### src/rtl/decode_control_pipe_if.sv
// Handshake/bundle bus between the IF/ID register, the registered decoder and ID/EX.
// master = producer/consumer side, slave = the decode pipe itself.
`timescale 1ns/1ps
interface decode_control_pipe_if #(
  parameter int PC_WIDTH = 32
);
  logic                IN_VALID;
  logic                IN_READY;
  logic [31:0]         INSTRUCTION;
  logic [PC_WIDTH-1:0] PC_IN;
  logic                OUT_VALID;
  logic                OUT_READY;
  logic [PC_WIDTH-1:0] PC_OUT;
  logic                OP1SEL_OUT;
  logic                OP2SEL_OUT;
  logic                REG_WRITE_EN_OUT;
  logic [1:0]          WB_SEL_OUT;
  logic [4:0]          ALUOP_OUT;
  logic [2:0]          BRANCH_JUMP_OUT;
  logic [2:0]          IMM_SEL_OUT;
  logic [3:0]          READ_WRITE_OUT;
  logic                ILLEGAL_OUT;

  modport master (
    output IN_VALID, INSTRUCTION, PC_IN, OUT_READY,
    input  IN_READY, OUT_VALID, PC_OUT, OP1SEL_OUT, OP2SEL_OUT, REG_WRITE_EN_OUT,
           WB_SEL_OUT, ALUOP_OUT, BRANCH_JUMP_OUT, IMM_SEL_OUT, READ_WRITE_OUT, ILLEGAL_OUT
  );

  modport slave (
    input  IN_VALID, INSTRUCTION, PC_IN, OUT_READY,
    output IN_READY, OUT_VALID, PC_OUT, OP1SEL_OUT, OP2SEL_OUT, REG_WRITE_EN_OUT,
           WB_SEL_OUT, ALUOP_OUT, BRANCH_JUMP_OUT, IMM_SEL_OUT, READ_WRITE_OUT, ILLEGAL_OUT
  );
endinterface

### src/rtl/decode_control_pipe.sv
// Registered RV32I(+M) control decoder with a 2-entry skid buffer, flush,
// illegal-instruction flagging and a post-divide issue interlock.
`timescale 1ns/1ps
module decode_control_pipe #(
  parameter int PC_WIDTH = 32,
  parameter bit ENABLE_M = 1'b1,
  parameter int DIV_GAP  = 0
) (
  input  logic CLK,
  input  logic RESET,
  input  logic FLUSH,
  decode_control_pipe_if.slave bus
);

  typedef struct packed {
    logic [PC_WIDTH-1:0] pc;
    logic                op1sel;
    logic                op2sel;
    logic                reg_we;
    logic [1:0]          wb_sel;
    logic [4:0]          aluop;
    logic [2:0]          br_jmp;
    logic [2:0]          imm_sel;
    logic [3:0]          rw;
    logic                illegal;
    logic                is_div;
  } bundle_t;

  localparam bit GAP_EN = ENABLE_M && (DIV_GAP > 0);

  function automatic bundle_t nop_bundle();
    bundle_t b;
    b        = '0;
    b.br_jmp = 3'b010;
    return b;
  endfunction

  bundle_t    main_q, main_d, skid_q, skid_d, dec;
  logic       main_v_q, main_v_d, skid_v_q, skid_v_d;
  logic       in_ready_q, in_ready_d;
  logic [3:0] cnt_q, cnt_d;
  logic       accept, consume, div_hold, ill;
  logic [6:0] opc, f7;
  logic [2:0] f3;
  logic       unused_bits;

  assign unused_bits = ^{bus.INSTRUCTION[24:15], bus.INSTRUCTION[11:7]};

  always_comb begin
    opc     = bus.INSTRUCTION[6:0];
    f3      = bus.INSTRUCTION[14:12];
    f7      = bus.INSTRUCTION[31:25];
    ill     = 1'b0;
    dec     = nop_bundle();
    dec.pc  = bus.PC_IN;
    case (opc)
      7'b0110111: begin // LUI
        dec.reg_we = 1'b1; dec.wb_sel = 2'b10; dec.imm_sel = 3'b000;
      end
      7'b0010111: begin // AUIPC
        dec.op1sel = 1'b1; dec.op2sel = 1'b1; dec.reg_we = 1'b1; dec.imm_sel = 3'b000;
      end
      7'b1101111: begin // JAL
        dec.op1sel = 1'b1; dec.op2sel = 1'b1; dec.reg_we = 1'b1;
        dec.wb_sel = 2'b11; dec.br_jmp = 3'b011; dec.imm_sel = 3'b001;
      end
      7'b1100111: begin // JALR
        dec.op2sel = 1'b1; dec.reg_we = 1'b1; dec.wb_sel = 2'b11;
        dec.br_jmp = 3'b011; dec.imm_sel = 3'b100;
        if (f3 != 3'b000) ill = 1'b1;
      end
      7'b1100011: begin // branches
        dec.op1sel = 1'b1; dec.op2sel = 1'b1; dec.br_jmp = f3; dec.imm_sel = 3'b011;
        if (f3 == 3'b010 || f3 == 3'b011) ill = 1'b1;
      end
      7'b0000011: begin // loads
        dec.op2sel = 1'b1; dec.reg_we = 1'b1; dec.wb_sel = 2'b01; dec.imm_sel = 3'b100;
        case (f3)
          3'b000:  dec.rw = 4'b1000;
          3'b001:  dec.rw = 4'b1001;
          3'b010:  dec.rw = 4'b1010;
          3'b100:  dec.rw = 4'b1100;
          3'b101:  dec.rw = 4'b1101;
          default: ill = 1'b1;
        endcase
      end
      7'b0100011: begin // stores
        dec.op2sel = 1'b1; dec.imm_sel = 3'b010;
        case (f3)
          3'b000:  dec.rw = 4'b1011;
          3'b001:  dec.rw = 4'b1110;
          3'b010:  dec.rw = 4'b1111;
          default: ill = 1'b1;
        endcase
      end
      7'b0010011: begin // OP-IMM; funct7 is only an opcode field for the shifts
        dec.op2sel = 1'b1; dec.reg_we = 1'b1;
        if (f3 == 3'b001 || f3 == 3'b101) begin
          dec.aluop   = {f3, f7[5], 1'b0};
          dec.imm_sel = 3'b101;
          if (!(f7 == 7'b0000000 || (f3 == 3'b101 && f7 == 7'b0100000))) ill = 1'b1;
        end else begin
          dec.aluop   = {f3, 2'b00};
          dec.imm_sel = (f3 == 3'b011) ? 3'b110 : 3'b100;
        end
      end
      7'b0110011: begin // OP / RV32M
        dec.reg_we = 1'b1;
        dec.aluop  = {f3, f7[5], f7[0]};
        if (f7 == 7'b0000001) begin
          if (!ENABLE_M) ill = 1'b1;
          else           dec.is_div = f3[2];
        end else if (f7 == 7'b0100000) begin
          if (f3 != 3'b000 && f3 != 3'b101) ill = 1'b1;
        end else if (f7 != 7'b0000000) begin
          ill = 1'b1;
        end
      end
      default: ill = 1'b1;
    endcase
    if (bus.INSTRUCTION[1:0] != 2'b11) ill = 1'b1;
    if (ill) begin
      dec         = nop_bundle();
      dec.pc      = bus.PC_IN;
      dec.illegal = 1'b1;
    end
  end

  assign accept  = bus.IN_VALID & in_ready_q;
  assign consume = main_v_q & bus.OUT_READY;

  always_comb begin
    main_d   = main_q;
    skid_d   = skid_q;
    main_v_d = main_v_q;
    skid_v_d = skid_v_q;
    cnt_d    = (cnt_q != 4'd0) ? cnt_q - 4'd1 : 4'd0;
    if (consume) begin
      if (main_q.is_div) cnt_d = 4'(DIV_GAP);
      if (skid_v_q) begin
        main_d   = skid_q;
        skid_v_d = 1'b0;
      end else begin
        main_v_d = 1'b0;
      end
    end
    // in_ready_q low whenever skid is full, so an accept always finds a free slot
    if (accept) begin
      if (!main_v_d) begin
        main_d   = dec;
        main_v_d = 1'b1;
      end else begin
        skid_d   = dec;
        skid_v_d = 1'b1;
      end
    end
    if (FLUSH) begin
      main_v_d = 1'b0;
      skid_v_d = 1'b0;
      cnt_d    = 4'd0;
    end
    // Nothing is taken in behind a buffered divide, so the idle gap after it is never bypassed.
    div_hold   = GAP_EN && ((main_v_d && main_d.is_div) || (skid_v_d && skid_d.is_div));
    in_ready_d = !skid_v_d && (cnt_d == 4'd0) && !div_hold;
  end

  always_ff @(posedge CLK) begin
    if (RESET) begin
      main_q     <= nop_bundle();
      skid_q     <= nop_bundle();
      main_v_q   <= 1'b0;
      skid_v_q   <= 1'b0;
      cnt_q      <= 4'd0;
      in_ready_q <= 1'b1;
    end else begin
      main_q     <= main_d;
      skid_q     <= skid_d;
      main_v_q   <= main_v_d;
      skid_v_q   <= skid_v_d;
      cnt_q      <= cnt_d;
      in_ready_q <= in_ready_d;
    end
  end

  assign bus.IN_READY         = in_ready_q;
  assign bus.OUT_VALID        = main_v_q;
  assign bus.PC_OUT           = main_q.pc;
  assign bus.OP1SEL_OUT       = main_q.op1sel;
  assign bus.OP2SEL_OUT       = main_q.op2sel;
  assign bus.REG_WRITE_EN_OUT = main_q.reg_we;
  assign bus.WB_SEL_OUT       = main_q.wb_sel;
  assign bus.ALUOP_OUT        = main_q.aluop;
  assign bus.BRANCH_JUMP_OUT  = main_q.br_jmp;
  assign bus.IMM_SEL_OUT      = main_q.imm_sel;
  assign bus.READ_WRITE_OUT   = main_q.rw;
  assign bus.ILLEGAL_OUT      = main_q.illegal;

endmodule

### src/flat_wrapper.sv
// flat-port wrapper written by rule: the top's interface ports become plain ports
module decode_control_pipe_flat 
#(
  parameter int PC_WIDTH = 32,
  parameter bit ENABLE_M = 1'b1,
  parameter int DIV_GAP  = 0
)
  (CLK, RESET, FLUSH, bus_IN_VALID, bus_INSTRUCTION, bus_PC_IN, bus_OUT_READY, bus_IN_READY, bus_OUT_VALID, bus_PC_OUT, bus_OP1SEL_OUT, bus_OP2SEL_OUT, bus_REG_WRITE_EN_OUT, bus_WB_SEL_OUT, bus_ALUOP_OUT, bus_BRANCH_JUMP_OUT, bus_IMM_SEL_OUT, bus_READ_WRITE_OUT, bus_ILLEGAL_OUT);
  decode_control_pipe_if #(.PC_WIDTH(PC_WIDTH)) bus_i ();
  input  logic CLK;
  input  logic RESET;
  input  logic FLUSH;
  input wire logic [$bits(bus_i.IN_VALID)-1:0] bus_IN_VALID;
  input wire logic [$bits(bus_i.INSTRUCTION)-1:0] bus_INSTRUCTION;
  input wire logic [$bits(bus_i.PC_IN)-1:0] bus_PC_IN;
  input wire logic [$bits(bus_i.OUT_READY)-1:0] bus_OUT_READY;
  output wire logic [$bits(bus_i.IN_READY)-1:0] bus_IN_READY;
  output wire logic [$bits(bus_i.OUT_VALID)-1:0] bus_OUT_VALID;
  output wire logic [$bits(bus_i.PC_OUT)-1:0] bus_PC_OUT;
  output wire logic [$bits(bus_i.OP1SEL_OUT)-1:0] bus_OP1SEL_OUT;
  output wire logic [$bits(bus_i.OP2SEL_OUT)-1:0] bus_OP2SEL_OUT;
  output wire logic [$bits(bus_i.REG_WRITE_EN_OUT)-1:0] bus_REG_WRITE_EN_OUT;
  output wire logic [$bits(bus_i.WB_SEL_OUT)-1:0] bus_WB_SEL_OUT;
  output wire logic [$bits(bus_i.ALUOP_OUT)-1:0] bus_ALUOP_OUT;
  output wire logic [$bits(bus_i.BRANCH_JUMP_OUT)-1:0] bus_BRANCH_JUMP_OUT;
  output wire logic [$bits(bus_i.IMM_SEL_OUT)-1:0] bus_IMM_SEL_OUT;
  output wire logic [$bits(bus_i.READ_WRITE_OUT)-1:0] bus_READ_WRITE_OUT;
  output wire logic [$bits(bus_i.ILLEGAL_OUT)-1:0] bus_ILLEGAL_OUT;
  assign bus_i.IN_VALID = bus_IN_VALID;
  assign bus_i.INSTRUCTION = bus_INSTRUCTION;
  assign bus_i.PC_IN = bus_PC_IN;
  assign bus_i.OUT_READY = bus_OUT_READY;
  assign bus_IN_READY = bus_i.IN_READY;
  assign bus_OUT_VALID = bus_i.OUT_VALID;
  assign bus_PC_OUT = bus_i.PC_OUT;
  assign bus_OP1SEL_OUT = bus_i.OP1SEL_OUT;
  assign bus_OP2SEL_OUT = bus_i.OP2SEL_OUT;
  assign bus_REG_WRITE_EN_OUT = bus_i.REG_WRITE_EN_OUT;
  assign bus_WB_SEL_OUT = bus_i.WB_SEL_OUT;
  assign bus_ALUOP_OUT = bus_i.ALUOP_OUT;
  assign bus_BRANCH_JUMP_OUT = bus_i.BRANCH_JUMP_OUT;
  assign bus_IMM_SEL_OUT = bus_i.IMM_SEL_OUT;
  assign bus_READ_WRITE_OUT = bus_i.READ_WRITE_OUT;
  assign bus_ILLEGAL_OUT = bus_i.ILLEGAL_OUT;
  decode_control_pipe #(.PC_WIDTH(PC_WIDTH), .ENABLE_M(ENABLE_M), .DIV_GAP(DIV_GAP)) u_core (.CLK(CLK), .RESET(RESET), .FLUSH(FLUSH), .bus(bus_i));
endmodule
### config.mk
export PLATFORM = sky130hd
export DESIGN_NAME = decode_control_pipe_flat
export DESIGN_NICKNAME = d
export VERILOG_FILES = /design/src/rtl/decode_control_pipe_if.sv /design/src/rtl/decode_control_pipe.sv /design/src/flat_wrapper.sv
export SDC_FILE = /design/constraint.sdc
export NUM_CORES = 1
export LEC_CHECK = 0
export CELL_PAD_IN_SITES_DETAIL_PLACEMENT = 0
export CELL_PAD_IN_SITES_GLOBAL_PLACEMENT = 1
export CORE_MARGIN = 1
export CORE_UTILIZATION = 48
export CTS_BUF_LIST = sky130_fd_sc_hd__clkbuf_4 sky130_fd_sc_hd__clkbuf_8
export CTS_CLUSTER_DIAMETER = 60
export DETAILED_ROUTE_END_ITERATION = 16
export DONT_BUFFER_PORTS = 1
export PLACE_DENSITY = 0.83
export SLEW_MARGIN = 20
export SYNTH_ARGS = -nofsm -noshare
export SYNTH_HDL_FRONTEND = slang
export SYNTH_SLANG_ARGS = --single-unit
### constraint.sdc
create_clock -name CLK -period 1.9 [get_ports CLK]
set_input_delay 0.19 -clock CLK [delete_from_list [all_inputs] [get_ports CLK]]
set_output_delay 0.19 -clock CLK [all_outputs]
set_load 0.03 [all_outputs]
==> results.json <==
{
  "arrival_ns": 2.21,
  "initial_core_util": 0.496,
  "grt_setup_unrepaired": "no",
  "reg2regPathDepth": 6,
  "die_area_um2": 11700,
  "synth_cells": 640,
  "synth_flop_cell": "dfxtp_1",
  "clk_pin_slew_worst_paths_ns": 0.06,
  "startpoint_type": "input pin",
  "finalCritPeriodShare": 0.990,
  "cp_data_required_time_ns": 2.23,
  "ios": 124,
  "grt_usage": 0.225,
  "synth_compound_area_frac": 0.166,
  "dr.pass1.iters": 5,
  "grt_pass1_vias": 3909,
  "drt_iter0_drc": 324,
  "post_drt_via_cell_ratio": 5.64,
  "ir_drop_v": 0.000548,
  "synth_top_cell_area_share": 0.427,
  "tritoncts": "built",
  "clk_path_buf_depth": 2,
  "synth.largest_area_cell": "dfxtp_1",
  "synth_top_family_by_area": "simple AND/OR/NAND/NOR gates",
  "synth-edff-count": 0,
  "path_cells": "dlygate4sd3_1, a21oi_1, nor3_1, o21ai_0, nand2_1, o41ai_1",
  "ctsRootBufferMaster": "clkbuf_8",
  "wirelength_mm": 12.9,
  "finalCriticalPeriod_ns": 1.88,
  "ys_ff_latch": 115,
  "setup_tns_ns": 0,
  "fmax_mhz": 531,
  "hold_depth": 3,
  "worst_pin_slew_ns": 0.678,
  "numCtsBuffers": 17,
  "r2r-start": "u_core.skid_v_q",
  "placed_area_um2": 5210,
  "synth_area_per_cell_um2": 8.43,
  "area_growth_pct": 12.2,
  "hold_viol_final": 0,
  "syn-num-nets": 711,
  "synth_cell_types": 52,
  "vias": 4397,
  "die_h_um": 108,
  "gr-total-overflow": 0,
  "core_um2": 10900,
  "crit_start": "bus_INSTRUCTION[14]",
  "worstSkewPairLatency_ns": 0.43,
  "synthXorXnorAreaFrac": 0.00649,
  "yosysMostFrequentCell": "dfxtp_1",
  "yosysWarnings": 0,
  "gp_congestion": 0.837,
  "synthSimpleGateAreaFrac": 0.184,
  "fin_area_um2": 6050,
  "cp_slowest_cell": "dlygate4sd3_1",
  "cp-endpoint": "u_core.skid_q[13]",
  "synth_commonest_cells": "dfxtp_1 (115), nand2_1 (97), nor2_1 (63)",
  "wl_per_cell_um": 16.5,
  "hp-start": "bus_INSTRUCTION[2]",
  "async_flop_share": 0,
  "status": "completed",
  "fin_skew_ns": 0.00555,
  "max_slew_margin": 0.546,
  "antenna_found_initial": 0,
  "power_leakage_nw": 2.48,
  "clock_sinks": 115,
  "muxShareOfSynthArea": 0.105,
  "max_cap_viol_count": 0,
  "grt_pass1_wl_mm": 20.0,
  "timing.rr.end": "u_core.skid_q[49]",
  "min_path_type": "in -> reg",
  "p_per_area_nw_per_um2": 860,
  "port-buffer-count": 0,
  "worstSetupPathType": "in -> reg",
  "row_count": 38,
  "htreeDepth": 4,
  "synth_area_um2": 5400,
  "rrSetupSlack_ns": 0.13,
  "grt_max_degree": 91,
  "nets": 701,
  "endpoint_kind": "register",
  "dieWidth_um": 108,
  "drcViolationCount": 0,
  "setup_viol": 0,
  "n_fill_cell": 991,
  "slew_violations": 0,
  "synth_seq_area_share": 0.427,
  "drive_gt1_frac": 0.103,
  "synth_fa_ha_area_frac": 0.00464,
  "cp_max_fo": 9,
  "synth_area_leaders": "dfxtp_1 (43%), mux2i_1 (9.6%), buf_4 (6.8%)",
  "critPathMaxStageDelay_ns": 0.66,
  "antennaDiodeCount": 0,
  "hpwl_mm": 8.09,
  "antenna_left": 0
}
timing repair:
action,CTS,global route
hold buffers,47,0
setup buffers,0,0
hold endpoints to repair,107,0
gates resized for setup,0,4
endpoints found under the setup margin,0,4
worst max-delay path, delay by kind of cell:
family | cells | cell delay [ns]
simple gates | 2 | 0.39
compound gates | 3 | 0.96
buf+inv | 1 | 0.66
how the worst min path moves through the flow:
stage                                       to  slack, ns
after floorplan           u_core.bus.OUT_VALID       0.27
after CTS                      u_core.skid_v_q      0.004
final                         u_core.skid_q[7]       0.04
after global routing           u_core.skid_v_q       0.02
after detailed placement  u_core.bus.OUT_VALID       0.27
after global placement        u_core.skid_q[9]       0.27
kinds of logic after synthesis:
kind of cell / count (synthesis)
xor gates and xnor gates: 4
adders and majority gates: 2
DFF: 115
and+or+nand+nor: 222
muxes: 56
AOI/OAI and AO/OA: 138
buffers and inverters: 103
state kept, by name (all words and copies together), names as in the netlist, 2 cells and up:
name and cells:
u_core.bus.WB_SEL_OUT 2, u_core.cnt_q 4, u_core.bus.BRANCH_JUMP_OUT 3, u_core.bus.IMM_SEL_OUT 3, u_core.bus.PC_OUT 32, u_core.bus.ALUOP_OUT 5
u_core.skid_q 54, u_core.bus.READ_WRITE_OUT 4
metrics by stage:
step	power (mW)	cells	util	hold slack, ns	worst slack [ns]
floorplan	3.16	640	-	0.268	0.0123
global placement	3.10	704	0.478	0.267	0.220
detailed placement	3.12	704	0.478	0.271	0.158
CTS	5.26	780	0.555	0.00404	0.0167
global route	5.44	780	0.556	0.0185	0.00441
finish	5.21	780	0.556	0.0386	0.0182
layer usage:
layer	global-route usage	part of all wire	vias up
li1	-	-	2181
met1	0.278	0.44	2056
met2	0.355	0.47	145
met3	0.0838	0.077	15
met4	0.0841	0.013	0
met5	0	0	-
placed cells by master (no fill, tap or decap), types with 8 or more instances in the layout:
| master | synthesis | layout |
|---|---|---|
| buf_4 | 49 | 21 |
| nand2_1 | 97 | 97 |
| mux2i_1 | 52 | 52 |
| a211oi_1 | 38 | 38 |
| nand3_1 | 9 | 8 |
| o22ai_1 | 10 | 10 |
| nor3_1 | 10 | 10 |
| o21ai_0 | 11 | 11 |
| dfxtp_1 | 115 | 113 |
| clkbuf_8 | 0 | 19 |
| nor2_1 | 63 | 63 |
| a21oi_1 | 48 | 48 |
| dlygate4sd3_1 | 0 | 46 |
where the power goes:
part	switching (mW)	leakage, nW	internal, mW	total, mW
logic	0.259	1.36	0.216	0.475
clock network	0.909	0.188	1.11	2.02
registers	0.210	0.938	2.50	2.72
total	1.38	2.48	3.83	5.21
area by class of cell:
cell class,count,area [um^2],share of cell area
clock inverter,7,60.1,0.00992
multi-input combinational,422,2540,0.419
tap,140,175,0.0289
sequential,115,2300,0.381
inverter,4,15.0,0.00248
timing repair buffer,70,677,0.112
clock buffer,22,284,0.0469
Note: power is estimated with default switching activity, not from simulation.
